`config.mk`:
```
export PLATFORM = sky130hd
export DESIGN_NAME = sram_mem_controller_flat
export DESIGN_NICKNAME = d
export VERILOG_FILES = /design/src/rtl/sram_mem_controller_if.sv /design/src/rtl/sram_mem_controller.sv /design/src/flat_wrapper.sv
export SDC_FILE = /design/constraint.sdc
export NUM_CORES = 1
export LEC_CHECK = 0
export ABC_AREA = 1
export CORE_AREA = 4 4 120 122
export DETAILED_ROUTE_END_ITERATION = 16
export DIE_AREA = 0 0 124 126
export PLACE_DENSITY = 0.68
export SYNTH_ARGS = -nofsm -noshare
export SYNTH_HDL_FRONTEND = slang
export SYNTH_SLANG_ARGS = --single-unit
```
`constraint.sdc`:
```
create_clock -name clk -period 3.6 [get_ports clk]
set_input_delay 0.72 -clock clk [delete_from_list [all_inputs] [get_ports clk]]
set_output_delay 0.72 -clock clk [all_outputs]
set_load 0.03 [all_outputs]
```
`src/rtl/sram_mem_controller_if.sv`:
```
// Pipeline-side request/response bus between the EXE/MEM register and the SRAM controller.
// The pipeline (master) drives the request and the controller (slave) returns data and ready.
interface sram_mem_controller_if;
    logic        mem_r_en;
    logic        mem_w_en;
    logic [31:0] address;
    logic [31:0] write_data;
    logic [31:0] read_data;
    logic        ready;

    modport master (
        output mem_r_en, mem_w_en, address, write_data,
        input  read_data, ready
    );

    modport slave (
        input  mem_r_en, mem_w_en, address, write_data,
        output read_data, ready
    );
endinterface

```
`src/rtl/sram_mem_controller.sv`:
```
// Memory-stage responder: each 32-bit load/store is split into two 16-bit SRAM accesses
// (low half first), and the pipeline is stalled through ready until the word completes.
module sram_mem_controller #(
    parameter logic [31:0] BASE_ADDR     = 32'd1024,
    parameter int          ACCESS_CYCLES = 2
) (
    input  logic                    clk,
    input  logic                    rst,
    sram_mem_controller_if.slave    bus,
    output logic [17:0]             sram_addr,
    output logic [15:0]             sram_dq_out,
    output logic                    sram_dq_oe,
    input  logic [15:0]             sram_dq_in,
    output logic                    sram_we_n
);
    typedef enum logic [1:0] {IDLE, LOW, HIGH, DONE} state_t;

    localparam logic [3:0] LAST_CNT = 4'(ACCESS_CYCLES - 1);

    state_t      state, state_nx;
    logic [3:0]  cnt;
    logic        req;
    logic        last;
    logic [16:0] word_idx;
    logic        is_wr;
    logic [15:0] wr_hi;
    logic [15:0] rd_lo;

    assign req      = bus.mem_r_en | bus.mem_w_en;
    assign last     = (cnt == LAST_CNT);
    assign word_idx = 17'((bus.address - BASE_ADDR) >> 2);

    always_comb begin
        state_nx  = state;
        bus.ready = 1'b0;
        case (state)
            IDLE: begin
                bus.ready = !req;
                if (req) state_nx = LOW;
            end
            LOW:  if (last) state_nx = HIGH;
            HIGH: if (last) state_nx = DONE;
            DONE: begin
                bus.ready = 1'b1;
                state_nx  = IDLE;
            end
            default: state_nx = IDLE;
        endcase
    end

    // The counter restarts on every state change; IDLE and DONE never count.
    always_ff @(posedge clk or posedge rst) begin
        if (rst) begin
            state <= IDLE;
            cnt   <= '0;
        end else begin
            state <= state_nx;
            if (state_nx != state || state == IDLE || state == DONE)
                cnt <= '0;
            else
                cnt <= cnt + 4'd1;
        end
    end

    // SRAM pins are registered from the transition into each state, so they are
    // already valid in the first cycle of LOW/HIGH.
    always_ff @(posedge clk or posedge rst) begin
        if (rst) begin
            bus.read_data <= '0;
            sram_addr     <= '0;
            sram_dq_out   <= '0;
            sram_dq_oe    <= 1'b0;
            sram_we_n     <= 1'b1;
            is_wr         <= 1'b0;
            wr_hi         <= '0;
            rd_lo         <= '0;
        end else begin
            case (state)
                IDLE: if (req) begin
                    is_wr       <= bus.mem_w_en;
                    wr_hi       <= bus.write_data[31:16];
                    sram_addr   <= {word_idx, 1'b0};
                    sram_dq_out <= bus.write_data[15:0];
                    sram_dq_oe  <= bus.mem_w_en;
                    sram_we_n   <= !bus.mem_w_en;
                end
                LOW: if (last) begin
                    sram_addr[0] <= 1'b1;
                    sram_dq_out  <= wr_hi;
                    if (!is_wr) rd_lo <= sram_dq_in;
                end
                HIGH: if (last) begin
                    sram_dq_oe <= 1'b0;
                    sram_we_n  <= 1'b1;
                    if (!is_wr) bus.read_data <= {sram_dq_in, rd_lo};
                end
                default: ;
            endcase
        end
    end
endmodule

```
`src/flat_wrapper.sv`:
```
// flat-port wrapper written by rule: the top's interface ports become plain ports
module sram_mem_controller_flat 
#(
    parameter logic [31:0] BASE_ADDR     = 32'd1024,
    parameter int          ACCESS_CYCLES = 2
)
  (clk, rst, sram_addr, sram_dq_out, sram_dq_oe, sram_dq_in, sram_we_n, bus_mem_r_en, bus_mem_w_en, bus_address, bus_write_data, bus_read_data, bus_ready);
  sram_mem_controller_if bus_i ();
  input  logic clk;
  input  logic rst;
  output logic [17:0] sram_addr;
  output logic [15:0] sram_dq_out;
  output logic sram_dq_oe;
  input  logic [15:0] sram_dq_in;
  output logic sram_we_n;
  input wire logic [$bits(bus_i.mem_r_en)-1:0] bus_mem_r_en;
  input wire logic [$bits(bus_i.mem_w_en)-1:0] bus_mem_w_en;
  input wire logic [$bits(bus_i.address)-1:0] bus_address;
  input wire logic [$bits(bus_i.write_data)-1:0] bus_write_data;
  output wire logic [$bits(bus_i.read_data)-1:0] bus_read_data;
  output wire logic [$bits(bus_i.ready)-1:0] bus_ready;
  assign bus_i.mem_r_en = bus_mem_r_en;
  assign bus_i.mem_w_en = bus_mem_w_en;
  assign bus_i.address = bus_address;
  assign bus_i.write_data = bus_write_data;
  assign bus_read_data = bus_i.read_data;
  assign bus_ready = bus_i.ready;
  sram_mem_controller #(.BASE_ADDR(BASE_ADDR), .ACCESS_CYCLES(ACCESS_CYCLES)) u_core (.clk(clk), .rst(rst), .bus(bus_i), .sram_addr(sram_addr), .sram_dq_out(sram_dq_out), .sram_dq_oe(sram_dq_oe), .sram_dq_in(sram_dq_in), .sram_we_n(sram_we_n));
endmodule
```
# Word-level counts from Yosys, hierarchy flattened
# Cells that the tools add are included.
# W data, S select, Z words.
dict set report word_totals {
  in_bits 84
  elab_cells 52
  output_inout_bits 69
  ff_bits 107
}
dict set report op_classes {
  bitwise 2
  addsub 2
  n_eq_ne 8
  n_mux 17
  n_reduce_logical 12
}
# operator n
set op_table {}
lappend op_table {{$mux W16} 2}
lappend op_table {{$pmux W16 S2} 1}
lappend op_table {{$sub A19 B11 Y19 const B} 1}
lappend op_table {{$reduce_and A3 Y1} 4}
lappend op_table {{$pmux W1 S2} 4}
lappend op_table {{$pmux W2 S4} 1}
lappend op_table {{$mux W2} 3}
lappend op_table {{$ne A2 B1 Y1 const B} 3}
lappend op_table {{$mux W1} 5}
lappend op_table {{$add A4 B1 Y4 const B} 1}
lappend op_table {{$eq A2 B2 Y1 const B} 2}
lappend op_table {{$eq A4 B1 Y1 const B} 1}
lappend op_table {{$mux W4} 1}
lappend op_table {{$reduce_bool A2 Y1} 2}
lappend op_table {{$eq A2 B1 Y1 const B} 1}
lappend op_table {{$logic_not A1 Y1} 2}
lappend op_table {{$logic_not A2 Y1} 1}
lappend op_table {{$logic_or A1 B1 Y1} 2}
lappend op_table {{$ne A2 B2 Y1} 1}
lappend op_table {{$reduce_and A2 Y1} 1}
lappend op_table {{$not A1 Y1} 1}
lappend op_table {{$or A1 B1 Y1} 1}

# Longest topological paths before layout
# Gate-level depths: netlist of run 1.
dict set report logic_depth {
  ltp_word 7
  ltp_mapped 10
  ltp_nobuf 9
}

# Worst setup path before layout of run 1
# No wires, ideal clock.
dict set report synth_path {
  path_kind {register -> output}
  from {register u_core.state[0]}
  to {output port bus_ready}
  required_ns 2.880
  t_arrival_ns 1.433
  stages_incl_launch_ff 7
  path_slack_ns 1.447
  path_cell_list {dfrtp_1 -> inv_1 -> ha_1 -> inv_1 -> nor2_1 -> nor2_1 -> nor2_1}
}
dict set report synth_via {
  elab_chain_cells 2
}
# item line_no
set synth_lines {}
lappend synth_lines {{from (decl)} sram_mem_controller.sv:20} ;# state_t state, state_nx;
lappend synth_lines {{from (signal assigned)} sram_mem_controller.sv:57} ;# state <= state_nx;
lappend synth_lines {{$eq A2 B2 Y1 / $logic_not A2 Y1 (equally long branches)} sram_mem_controller.sv:36} ;# case (state)
lappend synth_lines {{$pmux W1 S2 *} sram_mem_controller.sv:36}
lappend synth_lines {{to (decl)} flat_wrapper.sv:21} ;# output wire logic [$bits(bus_i.ready)-1:0] bus_ready;
# Mark *: on every way between the ends. The rest lies on a longest branch, timed or not.

# Worst setup path in the final report of run 1
dict set report layout_path {
  from {register u_core.state[1]}
  to {output port bus_ready}
}
# Same word-level chain as after synthesis.

==> results of run 1 <==
[cells by family after synthesis]
group	Yosys count	synth area share (%)
mux	16	3.93
buf+inv	52	6.06
fa+ha+maj	8	2.18
simple gates	220	18.6
xor+xnor	9	1.72
compound gates	61	9.03
flops	107	58.4
[critical path, delay by kind of cell, from the launching register on]
kind | cells | cell delay (ns)
buffers and inverters | 3 | 0.95
flip-flops | 1 | 0.46
AND/OR/NAND/NOR | 3 | 0.29
adder cells (fa/ha/maj) | 1 | 0.28
[state kept, by name, summed over array words and instances (netlist names), 2 cells and up]
| name | flops |
|---|---|
| u_core.state | 2 |
| u_core.wr_hi | 16 |
| u_core.sram_addr | 18 |
| u_core.sram_dq_out | 16 |
| u_core.bus.read_data | 32 |
| u_core.rd_lo | 16 |
| u_core.cnt | 4 |
[area by class of cell]
| cell class | count | area (sq um) |
|---|---|---|
| Fill cell | 1257 | 6840 |
| Inverter | 31 | 121 |
| Clock inverter | 7 | 67.6 |
| Clock buffer | 9 | 225 |
| Timing Repair Buffer | 141 | 1410 |
| Sequential cell | 107 | 2680 |
| Tap cell | 176 | 220 |
| Multi-Input combinational cell | 314 | 1630 |
[metal layers]
metal	global-route usage, %	vias to the layer above	routed length [microns]
li1	-	1767	-
met1	19.2	1669	5040
met2	22.6	123	4970
met3	3.59	12	744
met4	4.90	2	127
met5	0	-	8
[power by group]
part	internal (mW)	total, mW	switching, mW
Combinational	1.09	2.77	1.68
Sequential	1.75	2.06	0.301
Clock	0.489	0.965	0.476
[worst min path at each step]
stage                                      start                           end  slack [ns]  depth (start not counted)
floorplan            u_core.wr_hi[0]$_DFFE_PP0P_   u_core.wr_hi[0]$_DFFE_PP0P_        0.45                          2
global placement     u_core.rd_lo[1]$_DFFE_PP0P_   u_core.rd_lo[1]$_DFFE_PP0P_        0.46                          2
detailed placement   u_core.wr_hi[7]$_DFFE_PP0P_   u_core.wr_hi[7]$_DFFE_PP0P_        0.47                          2
CTS                  u_core.wr_hi[7]$_DFFE_PP0P_   u_core.wr_hi[7]$_DFFE_PP0P_        0.48                          2
global route        u_core.wr_hi[11]$_DFFE_PP0P_  u_core.wr_hi[11]$_DFFE_PP0P_        0.50                          2
finish               u_core.wr_hi[7]$_DFFE_PP0P_   u_core.wr_hi[7]$_DFFE_PP0P_        0.48                          2
[cell usage after synthesis, types with 2 or more instances]
| cell type | instances |
|---|---|
| o21ai_2 | 11 |
| mux2_2 | 16 |
| dfrtp_1 | 106 |
| o21ai_0 | 23 |
| xnor2_1 | 6 |
| buf_2 | 4 |
| nand2_1 | 152 |
| nand2_2 | 3 |
| nand4_1 | 2 |
| o31ai_2 | 5 |
| xor2_1 | 3 |
| ha_1 | 8 |
| clkbuf_1 | 5 |
| o21ai_1 | 9 |
| nand3_1 | 9 |
| inv_1 | 29 |
| buf_1 | 2 |
| o31ai_1 | 11 |
| nor2_1 | 52 |
| buf_6 | 10 |
[stage by stage]
stage | hold slack, ns | setup WS, ns | util (%)
floorplan | 0.450 | 0.0644 | -
detailed placement | 0.465 | 0.588 | 46.0
global placement | 0.460 | 0.594 | 46.0
finish | 0.480 | 0.558 | 48.2
global route | 0.500 | 0.343 | 48.2
CTS | 0.485 | 0.558 | 48.2
==> results.md, run 1 <==
Status:
- The flow ran to the end, and the final reports show no timing, DRC or antenna violations.

Route:
- The number of antenna-violating nets in the routed design is 0.
- The first routing iteration left 242 violations.
- After detailed routing, the number of vias per cell comes to 4.55.
- The aggregate routed wire length is 10.9 mm.
- Dividing the detail-routed wire length by the instance count gives 13.9 microns.
- The DRC violation count after routing is 0.
- The detailed-routing iteration count for the pre-antenna-repair pass is 5.
- The detailed router placed 3573 vias in this run.

Floorplan:
- The horizontal extent of the die is 124 microns.
- The initial standard-cell utilization of the core is 34.8%.
- The standard cell core area is 13200 sq um.
- The die area is 15600 sq um.
- The die is 126 microns tall.
- During I/O placement, the number of pins put on the boundary was 153.
- The number of cell rows is 42.

Layout:
- The final design area excluding fillers is 6350 sq um.
- Compared with the post-synthesis result, the final layout area differs by 38.6%.
- The share of post-route cells with drive strength above 1 is 9.85%.
- The non-filler instance count after layout is 785.
- Leaving out fill and tap cells, the most frequent cell in the layout is nand2_1.
- The number of nets at the end of the flow is 696.
- Leaving out fill and tap cells, the most frequent cells in the layout are nand2_1, clkdlybuf4s50_1, dfrtp_1, nor2_1, inv_1.
- The repair_antennas step left the layout with diodes totalling 0.

Worst hold path:
- The worst min-delay path class is register to register.

Critical path:
- The peak fanout along the critical path is 6.
- The most critical setup path has its startpoint at u_core.state[1]$_DFF_PP0_.
- The worst register-to-register path begins at u_core.state[1]$_DFF_PP0_.
- The data required time of the worst path is 2.88 ns.
- For the worst setup path, the data arrival time is 2.32 ns.
- The endpoint of the most critical register-to-register path is u_core.sram_dq_out[7]$_DFFE_PP0P_.
- The worst setup path endpoint is bus_ready.
- The critical path in this run is classified as register to output port.
- Traced cell by cell, the critical path runs through inv_1 > ha_1 > inv_1 > nor2_1 > nor2_1 > nor2_1 > clkdlybuf4s50_1.
- The internal reg-to-reg setup slack is 1.36 ns.
- The largest individual stage delay along the critical path comes from the cell clkdlybuf4s50_1.
- The cell that appears most often on the critical path is nor2_1.
- The delay of the slowest cell on the worst path is 0.69 ns.
- The count of cells along the worst register-to-register path is 7.
- The worst setup path is captured at an output port.
- STA classifies the critical path startpoint as a register.

Timing:
- Counting I/O delays and the setup requirement, the final critical path takes 3.04 ns.
- Based on the critical path, the design can be clocked at up to 329 MHz.
- The number of failing hold endpoints at the final stage is 0.
- The remaining max-slew budget at the tightest pin is 41.9%.
- Setup repair after global routing left no endpoint under its margin.
- The number of slew-limit violations in the final report is 0.
- The largest clock skew in the final design is 0.00654 ns.
- The summed negative setup slack over all endpoints is 0 ns.
- After layout, the worst path uses 84.5% of the clock period.
- The measured slew at the worst slew-check pin is 0.869 ns.
- Setup violations remaining at the end of the flow were counted as 0.

Synth:
- Counting flops and latches in the post-synthesis netlist gives 107.
- Summing every instance area after synthesis gives 4580 sq um.
- Sequential cells were found to cover 58.4% of the synthesized design area.
- The total of warnings raised by yosys is 0.
- The post-synthesis area per instance is 9.69 sq um.
- The count of flip-flops with a built-in enable after synthesis is 0.
- The post-synth net total is 565.
- Of all flip-flops after synthesis, the portion carrying an async set or reset was 100%.
- By area the synthesized netlist is led by dfrtp_1, nand2_1, nor2_1.
- The area share of the largest cell type after synthesis is 57.9%.
- The most used flip-flop cell after synthesis is dfrtp_1.
- After technology mapping, the gate count stands at 473.
- Counting distinct cell types in the post-synthesis netlist gives 27.
- The largest total area in the synthesized netlist belongs to dfrtp_1.

Clock tree:
- The CTS root buffer is clkbuf_16.
- The maximum buffer depth of the clock tree is 2.
- The CTS buffer count is 9.
- After clock tree synthesis, the repair step resized 0 gates.
- For this design, the sink count on the clock tree is 107.
- The clock-pin slew of the registers on the worst-case setup and hold paths is 0.07 ns.
- The number of setup buffers added after CTS is 0.
- The CTS tree is yes.
- The number of hold buffers added after cts is 0.
- The clock reaches the later pin of the worst-skew pair after 0.34 ns.
- The number of H-tree levels is 3.

Power:
- For this design the static power due to leakage is 2.92 nW.
- IR analysis of the VDD net gives a maximum drop of 0.396 mV.
- Dividing total power by cell area gives a power density of 911 nW/um^2.
- After layout, the design draws a total of 5.79 mW.

Global route:
- The largest net degree at the start of global routing is 62.
- For this run the aggregate overflow at the end of global routing stands at 0.
- The first global-routing pass estimated 17.8 mm of wire.
- The overall track demand over capacity in global routing is 14.3%.
- The via count of the first global-routing pass is 3550.
- The initial antenna violation count is 1.

Placed design:
- In this run the cell area measured after placement is 6060 sq um.
- The placed instance count is 769.
- Routability-driven placement finished with a final weighted congestion of 0.770.
- The quantity of I/O buffers inserted on ports is 137.
- After legalization and detailed placement, the total HPWL measured 7.83 mm.

Job:
- Max-cap violations in this run came to 0.
(Power assumes the default switching activity.)
==> inputs of run 2 (changes only) <==
==> constraint.sdc (replaced) <==
create_clock -name clk -period 2.5 [get_ports clk]
set_input_delay 0.5 -clock clk [delete_from_list [all_inputs] [get_ports clk]]
set_output_delay 0.5 -clock clk [all_outputs]
set_load 0.03 [all_outputs]
==> run 2 against run 1 <==
Compared with the run above:
- register-to-register slack got worse by 0.78 ns
- non-clock buffer count increased by 5
- first-iteration DRC count is 9.1% higher
- critical path type unchanged
==> results.md, run 2 (same netlist as run 1, synthesis figures left out) <==
Clock tree:
- The count of cells resized by post-cts repair is 0.
- The CTS buffer count is 9.
- The number of setup buffers added after CTS is 0.
- After clock tree synthesis, the clock-pin slew on the worst setup and hold paths is 0.07 ns.
- The clock net in this run drives a total of 107 sinks.
- The clock passes through at most 2 buffers.
- In this run, post-CTS hold repair placed 0 buffers.
- The insertion delay to the later sink of the worst-skew pair is 0.34 ns.
- TritonCTS built the clock tree.
- The number of H-tree levels is 3.
- The root buffer cell chosen for the clock tree is clkbuf_16.

Route:
- The routed via count is 3593.
- For this run, design rule violations remaining after detail routing come to 0.
- In the routed layout, each cell is associated on average with a via count of 4.55.
- In this run the remaining antenna-violating nets after routing total 0.
- Dividing the detail-routed wire length by the instance count gives 13.5 microns.
- The detailed-routing iteration count for the pre-antenna-repair pass is 6.
- The violation count after the first detailed-routing iteration is 264.
- After detailed routing, the total wire length is 10.7 mm.

Critical path:
- The count of cells along the worst register-to-register path is 7.
- The nature of the critical path startpoint is a register.
- For the worst setup path, the data arrival time is 1.78 ns.
- The data required time of the worst path is 2.00 ns.
- The setup path with the least slack is of type register to output port.
- The critical path capture point type is an output port.
- In this run the worst path has a maximum fanout of 6.

Global route:
- The initial antenna violation count is 1.
- The overall track demand over capacity in global routing is 13.9%.
- The via count of the first global-routing pass is 3640.
- The first global-routing pass estimated 17.5 mm of wire.
- After global routing the overflow that remains totals 0.
- The largest net degree at the start of global routing is 73.

Timing:
- Adding up every negative setup slack in the final design gives 0 ns.
- The largest clock skew in the final design is 0.00682 ns.
- After layout, the worst path uses 91.3% of the clock period.
- The final period demand of the worst path is 2.28 ns.
- The final setup violation count is 0.
- The remaining max-slew budget at the tightest pin is 66.1%.
- Derived from the worst setup path, the maximum achievable clock frequency is 438 MHz.
- The worst path meets setup with 0.219 ns of slack.
- Setup repair after global routing left no endpoint under its margin.
- The measured slew at the worst slew-check pin is 0.508 ns.
- The number of failing hold endpoints at the final stage is 0.
- The number of slew-limit violations in the final report is 0.

Layout:
- In the layout the commonest cells are nand2_1, clkdlybuf4s50_1, dfrtp_1, nor2_1, inv_1.
- The antenna diode count is 0.
- The largest registers in the layout are u_core.bus.read_data: 32 flops, u_core.sram_addr: 18 flops.
- The number of nets at the end of the flow is 701.
- The library cell used most frequently in the layout, excluding fill and tap cells, is nand2_1.
- The register with the most flip-flops in the layout has 32 of them.
- In the final layout, the share of cells above drive strength 1 is 10.6%.
- The non-filler instance count after layout is 790.
- The largest register by flop count is u_core.bus.read_data.
- Relative to the synthesized area, the layout overhead comes to 40.1%.

Floorplan:
- The floorplan has 42 rows.
- In this run the vertical extent of the chip is 126 microns.
- During I/O placement, the number of pins put on the boundary was 153.
- The die covers 15600 sq um.
- The standard cell core area is 13200 sq um.
- The initial standard-cell utilization of the core is 34.8%.
- The horizontal extent of the die is 124 microns.

Placed design:
- The HPWL after detailed placement is 7.79 mm.
- Before CTS, the worst setup slack after placement is 0.353 ns.
- The quantity of I/O buffers inserted on ports is 137.
- The final weighted congestion in routability-driven placement is 0.825.
- The placed instance count is 774.

Power:
- The power density of the placed cells is 1310 nW/um^2.
- The worst-case IR drop observed on VDD is 0.576 mV.
- The design draws 8.42 mW.
- The static power due to leakage is 2.96 nW.

Worst hold path:
- The depth of the worst hold-timing path is 2.
- The worst min-delay path class is register to register.

Status:
- The run finished with clean final reports.

Job:
- Max-cap violations in this run came to 0.
## run 2: cell types whose count changed in the layout (fill, tap and decap cells not counted), sizes merged
cell and delta:
buf +6, clkbuf +3, clkdlybuf4s50 -1, bufinv +1, inv -4
## run 2: through the flow
stage / instance area, sq um / utilization, % / hold WS, ns
floorplan: 4590 / - / 0.450
global route: 6420 / 48.7 / 0.502
detailed placement: 6110 / 46.3 / 0.466
CTS: 6420 / 48.7 / 0.486
global placement: 6110 / 46.3 / 0.459
finish: 6420 / 48.7 / 0.479
## run 2: metal layers
metal	routed length [microns]	GRT usage, %	vias up
met5	13	0	-
met4	123	5.09	2
met3	921	3.95	10
met2	5050	21.8	115
met1	4580	18.5	1697
li1	-	-	1769
## run 2: report_power, final
group          total, mW  switching, mW  internal [mW]
Clock               1.45          0.613          0.839
Combinational       4.02           2.42           1.61
Sequential          2.95          0.422           2.53
Total               8.42           3.45           4.97
## run 2: layout make-up
cell class | instances | area [sq um]
clock buffers | 12 | 256
clock inverters | 4 | 56.3
fillers | 1229 | 6770
inverters | 31 | 123
multi-input cells | 314 | 1630
flip-flops and latches | 107 | 2680
well taps | 176 | 220
repair buffers | 146 | 1460
## run 2: worst paths after layout
path	startpoint	slack, ns	to
min reg2reg	u_core.wr_hi[14]$_DFFE_PP0P_	0.48	u_core.wr_hi[14]$_DFFE_PP0P_
max	u_core.state[0]$_DFF_PP0_	0.22	bus_ready
min in group asynchronous	rst	0.59	u_core.wr_hi[1]$_DFFE_PP0P_
max in group asynchronous	rst	1.50	u_core.sram_we_n$_DFFE_PP1P_
max reg2reg	u_core.state[0]$_DFF_PP0_	0.58	u_core.wr_hi[13]$_DFFE_PP0P_
min	u_core.wr_hi[14]$_DFFE_PP0P_	0.48	u_core.wr_hi[14]$_DFFE_PP0P_
## run 2: critical path, stage by stage (launching register included)
cell and delay [ns]:
dfrtp_1 0.41, inv_1 0.18, ha_1 0.30, inv_1 0.11, nor2_1 0.14, nor2_1 0.05
nor2_1 0.08, buf_4 0.17
==> inputs of run 3 (changes only) <==
--- a/config.mk
+++ b/config.mk
@@ -6,10 +6,10 @@
 export NUM_CORES = 1
 export LEC_CHECK = 0
 export ABC_AREA = 1
-export CORE_AREA = 4 4 120 122
+export CORE_AREA = 4 4 111 113
 export DETAILED_ROUTE_END_ITERATION = 16
-export DIE_AREA = 0 0 124 126
-export PLACE_DENSITY = 0.68
+export DIE_AREA = 0 0 115 117
+export PLACE_DENSITY = 0.78
 export SYNTH_ARGS = -nofsm -noshare
 export SYNTH_HDL_FRONTEND = slang
 export SYNTH_SLANG_ARGS = --single-unit
==> run 3 against run 2 <==
Compared with the run above:
- hold slack better by 0.0034 ns
- clock skew hardly changed
- final cell count is 4.7% lower
- sequential share of layout area is 0.39 points higher
- die area is 14% lower
- sequential power hardly changed
- critical endpoint unchanged
- highest routed layer is now met4
==> results.md, run 3 (same netlist as run 1, synthesis figures left out) <==
Timing:
- Static timing analysis puts the maximum clock frequency at 431 MHz.
- The final period demand of the worst path is 2.32 ns.
- Setup violations remaining at the end of the flow were counted as 0.
- For the pin with the worst max-slew slack, the measured transition is 0.683 ns.
- The final cycle utilization of the critical path is 92.8%.
- The largest clock skew in the final design is 0.00645 ns.
- The remaining max-slew budget at the tightest pin is 54.3%.
- After routing, the total negative slack on setup checks comes to 0 ns.
- Setup repair after global routing left no endpoint under its margin.
- The number of failing hold endpoints at the final stage is 0.
- The number of slew-limit violations in the final report came to 0.

Layout:
- The flip-flop count of the largest register after layout is 32.
- The final standard cell utilization of the core is 56.2%.
- The number of nets at the end of the flow is 697.
- Of the cells placed in the final design, the portion with a size suffix greater than 1 is 10.2%.
- Compared with the post-synthesis result, the final layout area differs by 38.8%.
- The antenna diode count is 0.
- The library cell used most frequently in the layout, excluding fill and tap cells, is nand2_1.
- The filler cells instantiated in the layout total 1006.
- The largest registers in the layout are u_core.bus.read_data: 32 flops, u_core.sram_addr: 18 flops.
- Leaving out fill and tap cells, the most frequent cells in the layout are nand2_1, clkdlybuf4s50_1, dfrtp_1, nor2_1, inv_1.
- More flip-flops sit in one register than any other, and that register is u_core.bus.read_data.

Worst hold path:
- The depth of the worst hold-timing path is 2.
- The hold path endpoint is u_core.wr_hi[0]$_DFFE_PP0P_.
- The worst min-delay path class is register to register.
- The worst hold path begins at u_core.wr_hi[0]$_DFFE_PP0P_.

Floorplan:
- In this run the vertical extent of the chip is 117 microns.
- The die area is 13500 sq um.
- 153 I/O pins were placed.
- The floorplan has 39 rows.
- The horizontal extent of the die is 115 microns.
- The standard cell core area is 11300 sq um.
- The initial standard-cell utilization of the core is 40.5%.

Power:
- In this run the power spent charging and discharging nets is 3.50 mW.
- For this design the ratio of total power to cell area is 1340 nW/um^2.
- The share of power burned in registers is 34.8%.
- The clock network is responsible for 17.9% of the overall power.
- The fraction of power spent switching nets is 41.1%.
- The analysis attributes to cell leakage a power of 2.94 nW.
- Of the total power, combinational logic draws 47.2%.
- The design draws 8.51 mW.
- The worst vdd rail ir drop is 0.675 mV.
- The cell internal power dissipation is 5.01 mW.

Global route:
- The first global-routing pass estimated 17.7 mm of wire.
- The initial antenna violation count was 0.
- For this run the aggregate overflow at the end of global routing stands at 0.
- Entering global routing, the biggest net connects 108 pins.
- The via count of the first global-routing pass is 3707.
- The overall track demand over capacity in global routing is 16.5%.

Critical path:
- The endpoint of the most critical register-to-register path is u_core.sram_dq_out[7]$_DFFE_PP0P_.
- The worst setup path is launched from a register.
- The worst register-to-register path has a depth of 6.
- The reg-to-reg critical path startpoint is u_core.state[1]$_DFF_PP0_.
- The peak fanout along the critical path is 6.
- The data required time of the worst path is 2.00 ns.
- The internal reg-to-reg setup slack is 0.37 ns.
- The critical path start-end classification is register to output port.
- The worst setup path is captured at an output port.
- Data on the critical path arrives at its endpoint at 1.82 ns.

Route:
- The aggregate routed wire length is 10.8 mm.
- The number of vias per cell after detailed routing is 4.74.
- The pre-antenna-repair detailed-routing pass consisted of 4 iterations.
- For this run, design rule violations remaining after detail routing come to 0.
- In the final routed layout, each cell accounts on average for 14.3 microns.
- The number of antenna-violating nets in the routed design is 0.
- Summing over every cut layer, the via total after detailed routing is 3570.
- The violation count after the first detailed-routing iteration is 254.

Placed design:
- The half-perimeter wire length after placement is 7.78 mm.
- The final weighted congestion in routability-driven placement is 0.769.
- The count of buffers added on input and output ports is 137.

Clock tree:
- The clock-pin slew of the registers on the worst-case setup and hold paths is 0.07 ns.
- The clock drives 107 sinks.
- The number of H-tree levels is 3.
- CTS placed an instance of clkbuf_16 at the clock tree root.
- The CTS tree is yes.
- Gates resized during post-CTS repair numbered 0.
- The number of setup buffers added after CTS is 0.
- Buffers inserted during clock tree synthesis total 9.
- The insertion delay to the later sink of the worst-skew pair is 0.34 ns.
- In this run, post-CTS hold repair placed 0 buffers.
- The maximum buffer depth of the clock tree is 2.

Status:
- The flow ran to the end, and the final reports show no timing, DRC or antenna violations.

Job:
- The max-cap violation count is 0.
==> run 3: critical path: stages (launching register included) <==
cell and delay [ns]:
dfrtp_1 0.45, inv_1 0.15, ha_1 0.28, inv_1 0.11
nor2_1 0.16, nor2_1 0.05, nor2_1 0.10, buf_4 0.17
==> run 3: layout make-up <==
| cell class | count | area, sq um | share of cell area, % |
|---|---|---|---|
| clock buffer | 9 | 225 | 3.54 |
| clock inverter | 7 | 100 | 1.57 |
| inverter | 31 | 123 | 1.93 |
| multi-input combinational | 314 | 1630 | 25.6 |
| sequential | 107 | 2680 | 42.1 |
| tap | 143 | 179 | 2.81 |
| timing repair buffer | 142 | 1430 | 22.5 |
==> run 3: how the worst max path moves through the flow <==
stage | from | endpoint | slack (ns)
floorplan | u_core.state[0]$_DFF_PP0_ | bus_ready | 0.57
global placement | bus_mem_w_en | u_core.sram_dq_out[9]$_DFFE_PP0P_ | 0.39
detailed placement | bus_mem_w_en | u_core.sram_dq_out[7]$_DFFE_PP0P_ | 0.31
CTS | u_core.state[1]$_DFF_PP0_ | bus_ready | 0.18
global route | u_core.state[0]$_DFF_PP0_ | bus_ready | 0.06
finish | u_core.state[1]$_DFF_PP0_ | bus_ready | 0.18
==> run 3: per-layer routing <==
| layer | global-route usage, % | wire (microns) | vias to the layer above |
|---|---|---|---|
| met1 | 20.9 | 4810 | 1690 |
| met2 | 27.9 | 5200 | 109 |
| met4 | 5.71 | 150 | 0 |
| met3 | 3.86 | 597 | 13 |
| li1 | - | - | 1758 |
| met5 | 0 | 0 | - |
==> run 3: metrics by stage <==
| stage | hold WS, ns | cells | cell area (sq um) | setup WS [ns] |
|---|---|---|---|---|
| global route | 0.504 | 753 | 6360 | 0.0640 |
| detailed placement | 0.465 | 737 | 6040 | 0.305 |
| CTS | 0.485 | 753 | 6360 | 0.180 |
| global placement | 0.459 | 737 | 6040 | 0.390 |
| floorplan | 0.450 | 473 | 4590 | 0.567 |
| finish | 0.482 | 753 | 6360 | 0.181 |
==> run 3: power by group through the flow <==
stage / clock network, mW / logic, mW / registers (mW)
after floorplan: 0 / 1.64 / 3.88
after global placement: 0 / 3.96 / 2.94
after detailed placement: 0 / 4.06 / 2.99
after CTS: 1.56 / 4.08 / 2.97
after global routing: 1.64 / 4.38 / 3.07
final: 1.53 / 4.02 / 2.96
